--- src/rtl/stack_ctrl_if.sv ---
// stack_ctrl_if: request/response handshake between a client and stack_ctrl.
interface stack_ctrl_if #(parameter int W = 8);
  logic         req_valid;
  logic [1:0]   req_op;
  logic [W-1:0] req_data;
  logic         req_ready;
  logic         rsp_valid;
  logic [W-1:0] rsp_data;
  logic         err;
  modport master (output req_valid, req_op, req_data, input req_ready, rsp_valid, rsp_data, err);
  modport slave  (input req_valid, req_op, req_data, output req_ready, rsp_valid, rsp_data, err);
endinterface

--- src/rtl/stack_ctrl.sv ---
// stack_ctrl: sequences push/pop/peek/replace onto a reset-less shift-register stack and tracks its depth.
module stack_ctrl #(
  parameter int W     = 8,
  parameter int DEPTH = 4
) (
  input  logic         ck,
  input  logic         rst_n,
  stack_ctrl_if.slave  bus,
  output logic [1:0]   stk_s_o,
  output logic [W-1:0] stk_i_o,
  input  logic [W-1:0] stk_T_i,
  output logic [2:0]   depth_o,
  output logic         empty_o,
  output logic         full_o
);
  typedef enum logic [2:0] {IDLE, PUSH, POP, RPOP, RPUSH} state_t;
  localparam logic [1:0] OP_PEEK = 2'b00, OP_PUSH = 2'b01, OP_POP = 2'b10;
  localparam logic [1:0] S_HOLD = 2'b00, S_PUSH = 2'b10, S_POP = 2'b01;
  state_t       state_q;
  logic [2:0]   depth_q;
  logic [1:0]   stk_s_q;
  logic [W-1:0] stk_i_q, rsp_data_q, data_q;
  logic         rsp_valid_q, err_q, ready_q;
  logic         empty, full, reject;
  assign empty  = depth_q == 3'd0;
  assign full   = depth_q == 3'(DEPTH);
  assign reject = (bus.req_op == OP_PUSH) ? full : empty;
  always_ff @(posedge ck or negedge rst_n) begin
    if (!rst_n) begin
      state_q     <= IDLE;
      depth_q     <= 3'd0;
      stk_s_q     <= S_HOLD;
      stk_i_q     <= '0;
      rsp_data_q  <= '0;
      data_q      <= '0;
      rsp_valid_q <= 1'b0;
      err_q       <= 1'b0;
      ready_q     <= 1'b0;
    end else begin
      rsp_valid_q <= 1'b0;
      err_q       <= 1'b0;
      case (state_q)
        IDLE: begin
          ready_q <= 1'b1;
          if (bus.req_valid && ready_q) begin
            if (reject) err_q <= 1'b1;
            else begin
              // stk_T is settled here: nothing is in flight while IDLE
              if (bus.req_op != OP_PUSH) rsp_data_q <= stk_T_i;
              case (bus.req_op)
                OP_PEEK: rsp_valid_q <= 1'b1;
                OP_PUSH: begin
                  stk_i_q <= bus.req_data;
                  stk_s_q <= S_PUSH;
                  state_q <= PUSH;
                  ready_q <= 1'b0;
                end
                OP_POP: begin
                  stk_s_q <= S_POP;
                  state_q <= POP;
                  ready_q <= 1'b0;
                end
                default: begin
                  data_q  <= bus.req_data;
                  stk_s_q <= S_POP;
                  state_q <= RPOP;
                  ready_q <= 1'b0;
                end
              endcase
            end
          end
        end
        PUSH: begin
          stk_s_q <= S_HOLD;
          depth_q <= depth_q + 3'd1;
          state_q <= IDLE;
          ready_q <= 1'b1;
        end
        POP: begin
          stk_s_q     <= S_HOLD;
          depth_q     <= depth_q - 3'd1;
          rsp_valid_q <= 1'b1;
          state_q     <= IDLE;
          ready_q     <= 1'b1;
        end
        RPOP: begin
          stk_s_q <= S_PUSH;
          stk_i_q <= data_q;
          state_q <= RPUSH;
        end
        RPUSH: begin
          stk_s_q     <= S_HOLD;
          rsp_valid_q <= 1'b1;
          state_q     <= IDLE;
          ready_q     <= 1'b1;
        end
        default: begin
          stk_s_q <= S_HOLD;
          state_q <= IDLE;
          ready_q <= 1'b1;
        end
      endcase
    end
  end
  assign bus.req_ready = ready_q;
  assign bus.rsp_valid = rsp_valid_q;
  assign bus.rsp_data  = rsp_data_q;
  assign bus.err       = err_q;
  assign stk_s_o       = stk_s_q;
  assign stk_i_o       = stk_i_q;
  assign depth_o       = depth_q;
  assign empty_o       = empty;
  assign full_o        = full;
endmodule

--- src/flat_wrapper.sv ---
// flat-port wrapper written by rule: the top's interface ports become plain ports
module stack_ctrl_flat 
#(
  parameter int W     = 8,
  parameter int DEPTH = 4
)
  (ck, rst_n, stk_s_o, stk_i_o, stk_T_i, depth_o, empty_o, full_o, bus_req_valid, bus_req_op, bus_req_data, bus_req_ready, bus_rsp_valid, bus_rsp_data, bus_err);
  stack_ctrl_if #(.W(W)) bus_i ();
  input  logic ck;
  input  logic rst_n;
  output logic [1:0] stk_s_o;
  output logic [W-1:0] stk_i_o;
  input  logic [W-1:0] stk_T_i;
  output logic [2:0] depth_o;
  output logic empty_o;
  output logic full_o;
  input wire logic [$bits(bus_i.req_valid)-1:0] bus_req_valid;
  input wire logic [$bits(bus_i.req_op)-1:0] bus_req_op;
  input wire logic [$bits(bus_i.req_data)-1:0] bus_req_data;
  output wire logic [$bits(bus_i.req_ready)-1:0] bus_req_ready;
  output wire logic [$bits(bus_i.rsp_valid)-1:0] bus_rsp_valid;
  output wire logic [$bits(bus_i.rsp_data)-1:0] bus_rsp_data;
  output wire logic [$bits(bus_i.err)-1:0] bus_err;
  assign bus_i.req_valid = bus_req_valid;
  assign bus_i.req_op = bus_req_op;
  assign bus_i.req_data = bus_req_data;
  assign bus_req_ready = bus_i.req_ready;
  assign bus_rsp_valid = bus_i.rsp_valid;
  assign bus_rsp_data = bus_i.rsp_data;
  assign bus_err = bus_i.err;
  stack_ctrl #(.W(W), .DEPTH(DEPTH)) u_core (.ck(ck), .rst_n(rst_n), .bus(bus_i), .stk_s_o(stk_s_o), .stk_i_o(stk_i_o), .stk_T_i(stk_T_i), .depth_o(depth_o), .empty_o(empty_o), .full_o(full_o));
endmodule
--- config.mk ---
export PLATFORM = sky130hd
export DESIGN_NAME = stack_ctrl_flat
export DESIGN_NICKNAME = d
export VERILOG_FILES = /design/src/rtl/stack_ctrl_if.sv /design/src/rtl/stack_ctrl.sv /design/src/flat_wrapper.sv
export SDC_FILE = /design/constraint.sdc
export NUM_CORES = 1
export LEC_CHECK = 0
export CAP_MARGIN = 10
export CORE_MARGIN = 2
export CORE_UTILIZATION = 26
export CTS_BUF_LIST = sky130_fd_sc_hd__clkbuf_8
export DETAILED_ROUTE_END_ITERATION = 16
export SETUP_SLACK_MARGIN = 0.4
export SYNTH_ARGS = -nofsm -noshare
export SYNTH_HDL_FRONTEND = slang
export SYNTH_SLANG_ARGS = --single-unit
--- constraint.sdc ---
create_clock -name ck -period 2.4 [get_ports ck]
set_input_delay 0.6 -clock ck [delete_from_list [all_inputs] [get_ports ck]]
set_output_delay 0.6 -clock ck [all_outputs]
set_load 0.05 [all_outputs]
==> Word level (Yosys, flattened, before mapping) <==
Cells that the tools add are included.
{ "op_classes": {"addsub": 2, "eq_ne": 12, "muxes": 24, "n_bitwise": 2, "n_reduce_logical": 12} }
{ "ops": {"columns": ["op", "count"], "rows": [
  ["two-way mux 8 bit", 3],
  ["one-hot mux 8 bit (2 select lines)", 1],
  ["one-hot mux 3 bit (2 select lines)", 2],
  ["AND reduction 4 bit", 3],
  ["two-way mux 1 bit", 9],
  ["one-hot mux 3 bit (3 select lines)", 1],
  ["one-hot mux 2 bit (2 select lines)", 2],
  ["== test 3 x 2 -> 1 bit (second input constant)", 2],
  ["== test 3 bit (second input constant)", 2],
  ["zero test 3 bit", 2],
  ["two-way mux 3 bit", 2],
  ["!= test 2 x 1 -> 1 bit (second input constant)", 3],
  ["two-way mux 2 bit", 2],
  ["!= test 2 bit (second input constant)", 2],
  ["one-hot mux 1 bit (2 select lines)", 2],
  ["nonzero test 2 bit", 2],
  ["adder 3 x 1 -> 3 bit (second input constant)", 1],
  ["== test 3 x 1 -> 1 bit (second input constant)", 1],
  ["AND reduction 3 bit", 1],
  ["OR reduction 3 bit", 1],
  ["subtractor 3 x 1 -> 3 bit (second input constant)", 1],
  ["== test 2 x 1 -> 1 bit (second input constant)", 1],
  ["== test 2 bit (second input constant)", 1],
  ["zero test 2 bit", 1],
  ["3 further kinds", 4]
]} }
{ "word_totals": {"reg_bits": 35, "inputBits": 21, "output_inout_bits": 26, "word_cells": 61} }

==> Depth between registers and ports, before layout <==
Gate-level depths: netlist of run 1.
{ "logic_depth": {"word_depth": 5, "depth_mapped": 7, "depth_no_buf": 6} }

==> Worst setup path after synthesis of run 1 <==
OpenSTA, ideal clock, no wires.
{ "synth_timing": {"path_type": "reg2reg", "from": "register u_core.depth_q[2], in the netlist u_core.depth_o[2]", "to": "register u_core.stk_i_q[0], in the netlist u_core.stk_i_o[0]", "setup_ps": 137, "t_arrival_ps": 2619, "required_ps": 2263, "path_slack_ps": -356, "path_stages_with_launch": 6, "path_buffers": 1, "synth_period_minus_slack_ps": 2756, "cell_sequence": "dfrtp_1 nor3b_1 or4b_1 buf_6 mux2i_1 a21oi_1"} }
{ "synth_via": {"elab_chain_len": 4, "word_cells_on_any_way": 5, "cone_classes": "2 x eq/ne; 1 x mux; 2 x reduce/logical"} }
{ "synth_lines": {"columns": ["item", "line_no", "source"], "rows": [
  ["start: declaration", "stack_ctrl.sv:20", "logic [2:0] depth_q;"],
  ["start signal: assignment", "stack_ctrl.sv:75", "depth_q <= depth_q + 3'd1;"],
  ["start signal: assignment", "stack_ctrl.sv:81", "depth_q <= depth_q - 3'd1;"],
  ["== test 3 bit", "stack_ctrl.sv:26", "assign full = depth_q == 3'(DEPTH);"],
  ["via full_o", "flat_wrapper.sv:16", "output logic full_o;"],
  ["two-way mux 1 bit", "stack_ctrl.sv:27", "assign reject = (bus.req_op == OP_PUSH) ? full : empty;"],
  ["!= test 2 bit (no source line)", null, null],
  ["AND reduction 4 bit (no source line)", null, null],
  ["end signal: assignment", "stack_ctrl.sv:53", "stk_i_q <= bus.req_data;"],
  ["end signal: assignment", "stack_ctrl.sv:88", "stk_i_q <= data_q;"],
  ["end: declaration", "stack_ctrl.sv:22", "logic [W-1:0] stk_i_q, rsp_data_q, data_q;"]
]} }
The timed path passes the listed nets, and every way through them passes these cells.
A chain may end at the register's enable or synchronous reset.

==> Worst setup path after layout of run 1 <==
{ "layout_timing": {"from": "register u_core.depth_q[2], in the netlist u_core.depth_o[2]", "to": "output depth_o[2]"} }
{ "layout_rtl": {"columns": ["item", "line_no", "source"], "rows": [
  ["end: declaration", "flat_wrapper.sv:14", "output logic [2:0] depth_o;"]
]} }
No word-level cell between the ends.

==> results.py, run 1 <==
metrics = {
    "synth": {
        "yosys.area.top_type": "dfrtp_1",
        "seq_area_frac_synth_pct": 56.1,
        "ys_ff_latch": 35,
        "synth_area_leaders": "dfrtp_1 (56%), mux2_2 (10%), mux2i_1 (5.8%), nor2_1 (3.6%), a21oi_1 (3.2%)",
        "synth_top_area_share_pct": 56.1,
        "syn_area_per_cell_um2": 12.4,
        "synth_cells": 126,
        "syn_area_um2": 1560,
        "yosysUniqueCellTypes": 29,
        "synth_warnings": 0,
        "synthesis.nets": 148,
    },
    "drt": {
        "via_per_inst": 4.37,
        "drc": 0,
        "ant_nets": 0,
        "drt-initial-drc-count": 43,
        "wl_per_cell_um": 13.3,
        "wl_mm": 3.47,
        "num_vias": 1136,
        "drtPass1Iterations": 4,
    },
    "placement": {
        "io_buffers": 46,
        "routabilityCongestion": 0.730,
        "pre_cts_ws_ps": -57.1,
        "hpwl_mm": 2.40,
    },
    "worst_setup_path": {
        "critical_path_arrival_ps": 1320,
        "critical-path-top-delay-family": "buffers and inverters",
        "path_cells": "clkdlybuf4s15_1",
        "crit_required_ps": 1800,
        "reg2reg_from": "u_core.state_q[0]",
        "startpoint_type": "flip-flop",
        "crit_start": "u_core.depth_o[2]",
        "reg2reg_depth": 6,
        "reg2reg_to": "u_core.depth_o[2]",
        "cp-end-kind": "primary output",
        "cp_slowest_cell": "clkdlybuf4s15_1",
        "cp.depth": 1,
        "path_max_fanout": 5,
        "slowest_delay_ps": 540,
        "path_class": "flip-flop to primary output",
        "reg2reg_slack_ps": 510,
        "critical_path_buf_inv_count": 1,
    },
    "die": {
        "dieArea_um2": 6640,
        "ios": 47,
        "core_area_um2": 5850,
        "fp.dieW_um": 81.5,
        "core.rowCount": 28,
        "initial_utilization_pct": 26.7,
        "fp.dieH_um": 81.5,
    },
    "timing": {
        "slew_headroom_pct": 50.4,
        "setup_violations": 0,
        "hold_viol_final": 0,
        "tightestPinTransition_ps": 741,
        "min_period_ps": 1920,
        "rsz0062_at_grt": "yes",
        "drv_slew": 0,
        "timing.final.crit_share_pct": 79.9,
        "hold_ws_ps": 306,
        "timing.final.ws_setup_ps": 482,
        "skew_ps": 4.41,
        "fmax_mhz": 521,
    },
    "clock_network": {
        "cts_tree": "built",
        "cts_buffers": 5,
        "cts_buffer_depth": 2,
        "clock_latency_ps": 280,
        "clk_pin_slew_worst_paths_ps": 70,
        "htreeDepth": 2,
        "cts-root-buf": "clkbuf_8",
        "hold_buffers": 0,
        "cts.sinks": 35,
    },
    "global_routing": {
        "grt_pass1_vias": 1166,
        "grt_pass1_wl_mm": 5.69,
        "antenna_found_initial": 0,
        "grt_use_total_pct": 11.5,
        "grt_overflow": 0,
        "grt_start_max_net_pins": 26,
    },
    "cells_and_area": {
        "nets": 206,
        "area_delta_synth_final_pct": 45.4,
        "drive_above_1_share_pct": 25.9,
        "diodes": 0,
    },
    "pwr": {
        "pwr_density_cell_nw_per_um2": 1400,
        "leakage_uw": 0.00108,
        "ir_drop_mv": 0.645,
    },
    "min_path": {
        "min-delay-path-class": "input pin to async pin",
    },
    "run": {
        "drv_cap": 0,
    },
    "status": {
        "status": "finished, final reports clean",
    },
}
## worst max path at each step
stage | to | slack [ps]
2_1_floorplan | u_core.stk_i_o[0] | 350
3_3_place_gp | u_core.data_q[0] | 20
3_5_place_dp | u_core.data_q[4] | -60
4_1_cts | u_core.stk_i_o[0] | 400
5_1_grt | u_core.depth_o[2] | 400
6_report | depth_o[2] | 480
## registers in the layout, indices dropped and copies added, names as in the netlist
name and count:
u_core.bus.req_ready 1, u_core.bus.rsp_data 8, u_core.data_q 8, u_core.stk_s_o 2, u_core.bus.rsp_valid 1, u_core.state_q 3
u_core.depth_o 3, u_core.bus.err 1, u_core.stk_i_o 8
## cell usage after synthesis
| library cell | count |
|---|---|
| buf_2 | 1 |
| a21o_1 | 1 |
| buf_6 | 3 |
| a211oi_1 | 2 |
| o211ai_1 | 1 |
| nor3_4 | 1 |
| fa_1 | 1 |
| nor3b_1 | 1 |
| nand3_1 | 1 |
| nor3_1 | 1 |
| xor2_1 | 2 |
| or4b_1 | 1 |
| and2_1 | 3 |
| nor2_1 | 15 |
| nand2_1 | 7 |
| inv_1 | 3 |
| or3b_2 | 1 |
| clkbuf_1 | 1 |
| mux2_2 | 14 |
| a21oi_1 | 10 |
| nand2b_1 | 1 |
| o2bb2ai_1 | 2 |
| mux2_4 | 2 |
| buf_4 | 1 |
| a211o_1 | 1 |
| xnor2_1 | 3 |
| dfrtp_1 | 35 |
| mux2i_1 | 9 |
| nand3b_1 | 2 |
## cell families after synthesis
family | after synthesis | share of synthesized area [%]
flops | 35 | 56.1
simple gates | 34 | 11.2
mux | 25 | 17.8
compound gates | 17 | 6.82
buf+inv | 9 | 3.93
xor+xnor | 5 | 2.81
fa+ha+maj | 1 | 1.28
## stage by stage
stage / area [µm²] / cells / utilization [%] / power (µW) / TNS [ps]
finish: 2270 / 260 / 38.8 / 3180 / 0
floorplan: 1580 / 126 / - / 2300 / 0
global route: 2270 / 260 / 38.8 / 3380 / 0
detailed placement: 2150 / 248 / 36.8 / 2900 / -526
CTS: 2240 / 258 / 38.3 / 3200 / 0
global placement: 2150 / 248 / 36.8 / 2870 / 0
## cell type report
cell class,count,area [µm²]
flip-flops and latches,35,881
fillers,589,3580
well taps,75,93.8
inverters,3,11.3
multi-input cells,82,661
clock inverters,3,12.5
repair buffers,57,541
clock buffers,5,68.8
## report_power, final
group	leakage (µW)	switching [µW]	internal (µW)
Clock	0.0000505	204	195
Combinational	0.000620	1110	606
Sequential	0.000413	196	868
## metal layers
metal | up-vias | GRT usage, % | routed length [µm] | share of wire (%)
li1 | 546 | - | - | -
met5 | - | 0 | 0 | 0
met4 | 0 | 3.05 | 25 | 0.72
met1 | 556 | 14.7 | 1580 | 45
met3 | 5 | 4.40 | 194 | 5.6
met2 | 29 | 18.2 | 1670 | 48
## layout by cell type, fill, tap and decap left out, drive strengths merged, types with 5 or more instances in the layout
| cell | synthesis | layout |
|---|---|---|
| inv | 3 | 5 |
| a21oi | 10 | 10 |
| clkdlybuf4s50 | 0 | 16 |
| mux2 | 16 | 16 |
| clkbuf | 1 | 5 |
| nand2 | 7 | 7 |
| dlygate4sd2 | 0 | 24 |
| dfrtp | 35 | 35 |
| nor2 | 15 | 15 |
| mux2i | 9 | 9 |
| buf | 5 | 14 |
## timing repair
item | 4_1_cts | 5_1_grt
pin swaps | 1 | 3
setup endpoints to repair | 48 | 10
buffers inserted | 1 | 2
gates resized for setup | 31 | 7
gates cloned | 1 | 0
(Power assumes the default switching activity.)
==> run 2: changes to the inputs <==
==> constraint.sdc (replaced) <==
create_clock -name ck -period 1.6 [get_ports ck]
set_input_delay 0.4 -clock ck [delete_from_list [all_inputs] [get_ports ck]]
set_output_delay 0.4 -clock ck [all_outputs]
set_load 0.05 [all_outputs]
==> run 2 against run 1 <==
Effect of this change:
- the run now ends with negative setup slack left
- first-iteration DRC count rose by 19%
- clock skew up 8.5 ps
- non-clock buffer count rose by 37
- combinational power rose to 2.6 times the previous value
- final area up 34%
- clock power rose by 46%
- flip-flop and latch count is the same
- core utilization rose by 13 points
- count of clock-buffer cells in the layout unchanged
- critical endpoint is now u_core.stk_i_o[0]
==> results.py, run 2 (synthesis gave the netlist of run 1 again) <==
metrics = {
    "timing": {
        "slew_headroom_pct": 73.9,
        "setup_violations": 29,
        "drv_slew": 0,
        "timing.final.ws_setup_ps": -129,
        "rsz0062_at_grt": "yes",
        "fmax_mhz": 578,
        "final.setup.tns_ps": -2260,
        "timing.final.crit_share_pct": 108,
        "min_period_ps": 1730,
        "skew_ps": 12.9,
        "hold_viol_final": 0,
        "tightestPinTransition_ps": 392,
    },
    "cells_and_area": {
        "drive_above_1_share_pct": 55.2,
        "final_util_pct": 51.9,
        "nets": 243,
        "area_delta_synth_final_pct": 94.7,
        "finish.instance_area_um2": 3040,
        "diodes": 0,
        "final_common_cell": "dfrtp_1",
        "final_cell_mix": "dfrtp_1 (31), buf_12 (29), buf_4 (23)",
    },
    "die": {
        "core_area_um2": 5850,
        "fp.dieH_um": 81.5,
        "core.rowCount": 28,
        "dieArea_um2": 6640,
        "initial_utilization_pct": 26.7,
        "fp.dieW_um": 81.5,
        "ios": 47,
    },
    "global_routing": {
        "antenna_found_initial": 0,
        "grt_pass1_wl_mm": 6.15,
        "grt_start_max_net_pins": 21,
        "grt_overflow": 0,
        "grt_pass1_vias": 1282,
        "grt_use_total_pct": 12.5,
    },
    "placement": {
        "hpwl_mm": 2.59,
        "pre_cts_ws_ps": -535,
        "routabilityCongestion": 0.819,
        "io_buffers": 46,
        "place_area_um2": 2640,
    },
    "drt": {
        "via_per_inst": 4.39,
        "drt-initial-drc-count": 51,
        "num_vias": 1300,
        "wl_mm": 4.00,
        "ant_nets": 0,
        "drtPass1Iterations": 4,
        "wl_per_cell_um": 13.5,
        "drc": 0,
    },
    "run": {
        "drv_cap": 0,
    },
    "clock_network": {
        "cts_tree": "built",
        "htreeDepth": 2,
        "clk_pin_slew_worst_paths_ps": 60,
        "cts-root-buf": "clkbuf_8",
        "cts.sinks": 35,
        "cts_buffer_depth": 2,
        "clock_latency_ps": 290,
        "cts_buffers": 5,
    },
    "status": {
        "status": "finished, violations left",
        "violations": "negative setup slack",
    },
    "worst_setup_path": {
        "path_class": "flip-flop to flip-flop",
        "crit_required_ps": 1760,
        "startpoint_type": "flip-flop",
        "path_max_fanout": 8,
        "cp-end-kind": "flip-flop",
        "critical_path_arrival_ps": 1890,
    },
    "pwr": {
        "leakage_uw": 0.00143,
        "pwr_density_cell_nw_per_um2": 2230,
        "ir_drop_mv": 1.21,
    },
    "min_path": {
        "min-delay-path-class": "input pin to async pin",
    },
}
[run 2: final timing paths]
path,startpoint,slack (ps),to,cells past startpoint
worst min-delay path,rst_n,30,u_core.depth_o[2],1
worst min register to register,u_core.data_q[4],500,u_core.data_q[4],1
worst max-delay path,u_core.state_q[2],-130,u_core.stk_i_o[0],6
max in group asynchronous,rst_n,1130,u_core.depth_o[0],2
worst max register to register,u_core.state_q[2],-130,u_core.stk_i_o[0],6
min in group ck,u_core.data_q[4],500,u_core.data_q[4],1
[run 2: worst max-delay path, stage by stage, from the launching register on]
cell     delay (ps)
dfrtp_1         410
buf_6           130
nor3_4          160
or4b_4          510
buf_8           170
mux2i_2         160
a21oi_1          80
[run 2: metal layers]
| layer | up-vias | track usage (%) | share of wire (%) |
|---|---|---|---|
| met2 | 31 | 19.3 | 50 |
| li1 | 621 | - | - |
| met3 | 11 | 4.18 | 4.7 |
| met4 | 0 | 5.42 | 2.2 |
| met1 | 637 | 16.1 | 44 |
| met5 | - | 0 | 0 |
[run 2: power breakdown]
group | switching, µW | internal, µW | leakage, µW
combinational | 2010 | 2440 | 0.000966
sequential | 424 | 1310 | 0.000415
clock | 295 | 286 | 0.0000466
total | 2730 | 4040 | 0.00143
[run 2: layout make-up]
| type | instances | area [µm²] |
|---|---|---|
| multi-input combinational | 82 | 777 |
| sequential | 35 | 883 |
| fill | 493 | 2810 |
| inverter | 3 | 11.3 |
| clock inverter | 2 | 7.51 |
| tap | 75 | 93.8 |
| clock buffer | 5 | 68.8 |
| timing repair buffer | 94 | 1200 |
[run 2: repair_timing]
item / CTS / global route
setup endpoints to repair: 59 / 61
setup buffers: 16 / 7
hold buffers: 0 / 0
resized for setup: 30 / 10
pin swaps: 14 / 11
gates cloned: 0 / 1
[run 2: stage by stage]
step,power [µW],hold WS [ps],cells
after floorplan,3630,104,126
after global placement,5540,343,265
after detailed placement,5580,342,265
after CTS,6620,28.6,288
after global routing,7090,47.1,296
final,6760,29.7,296
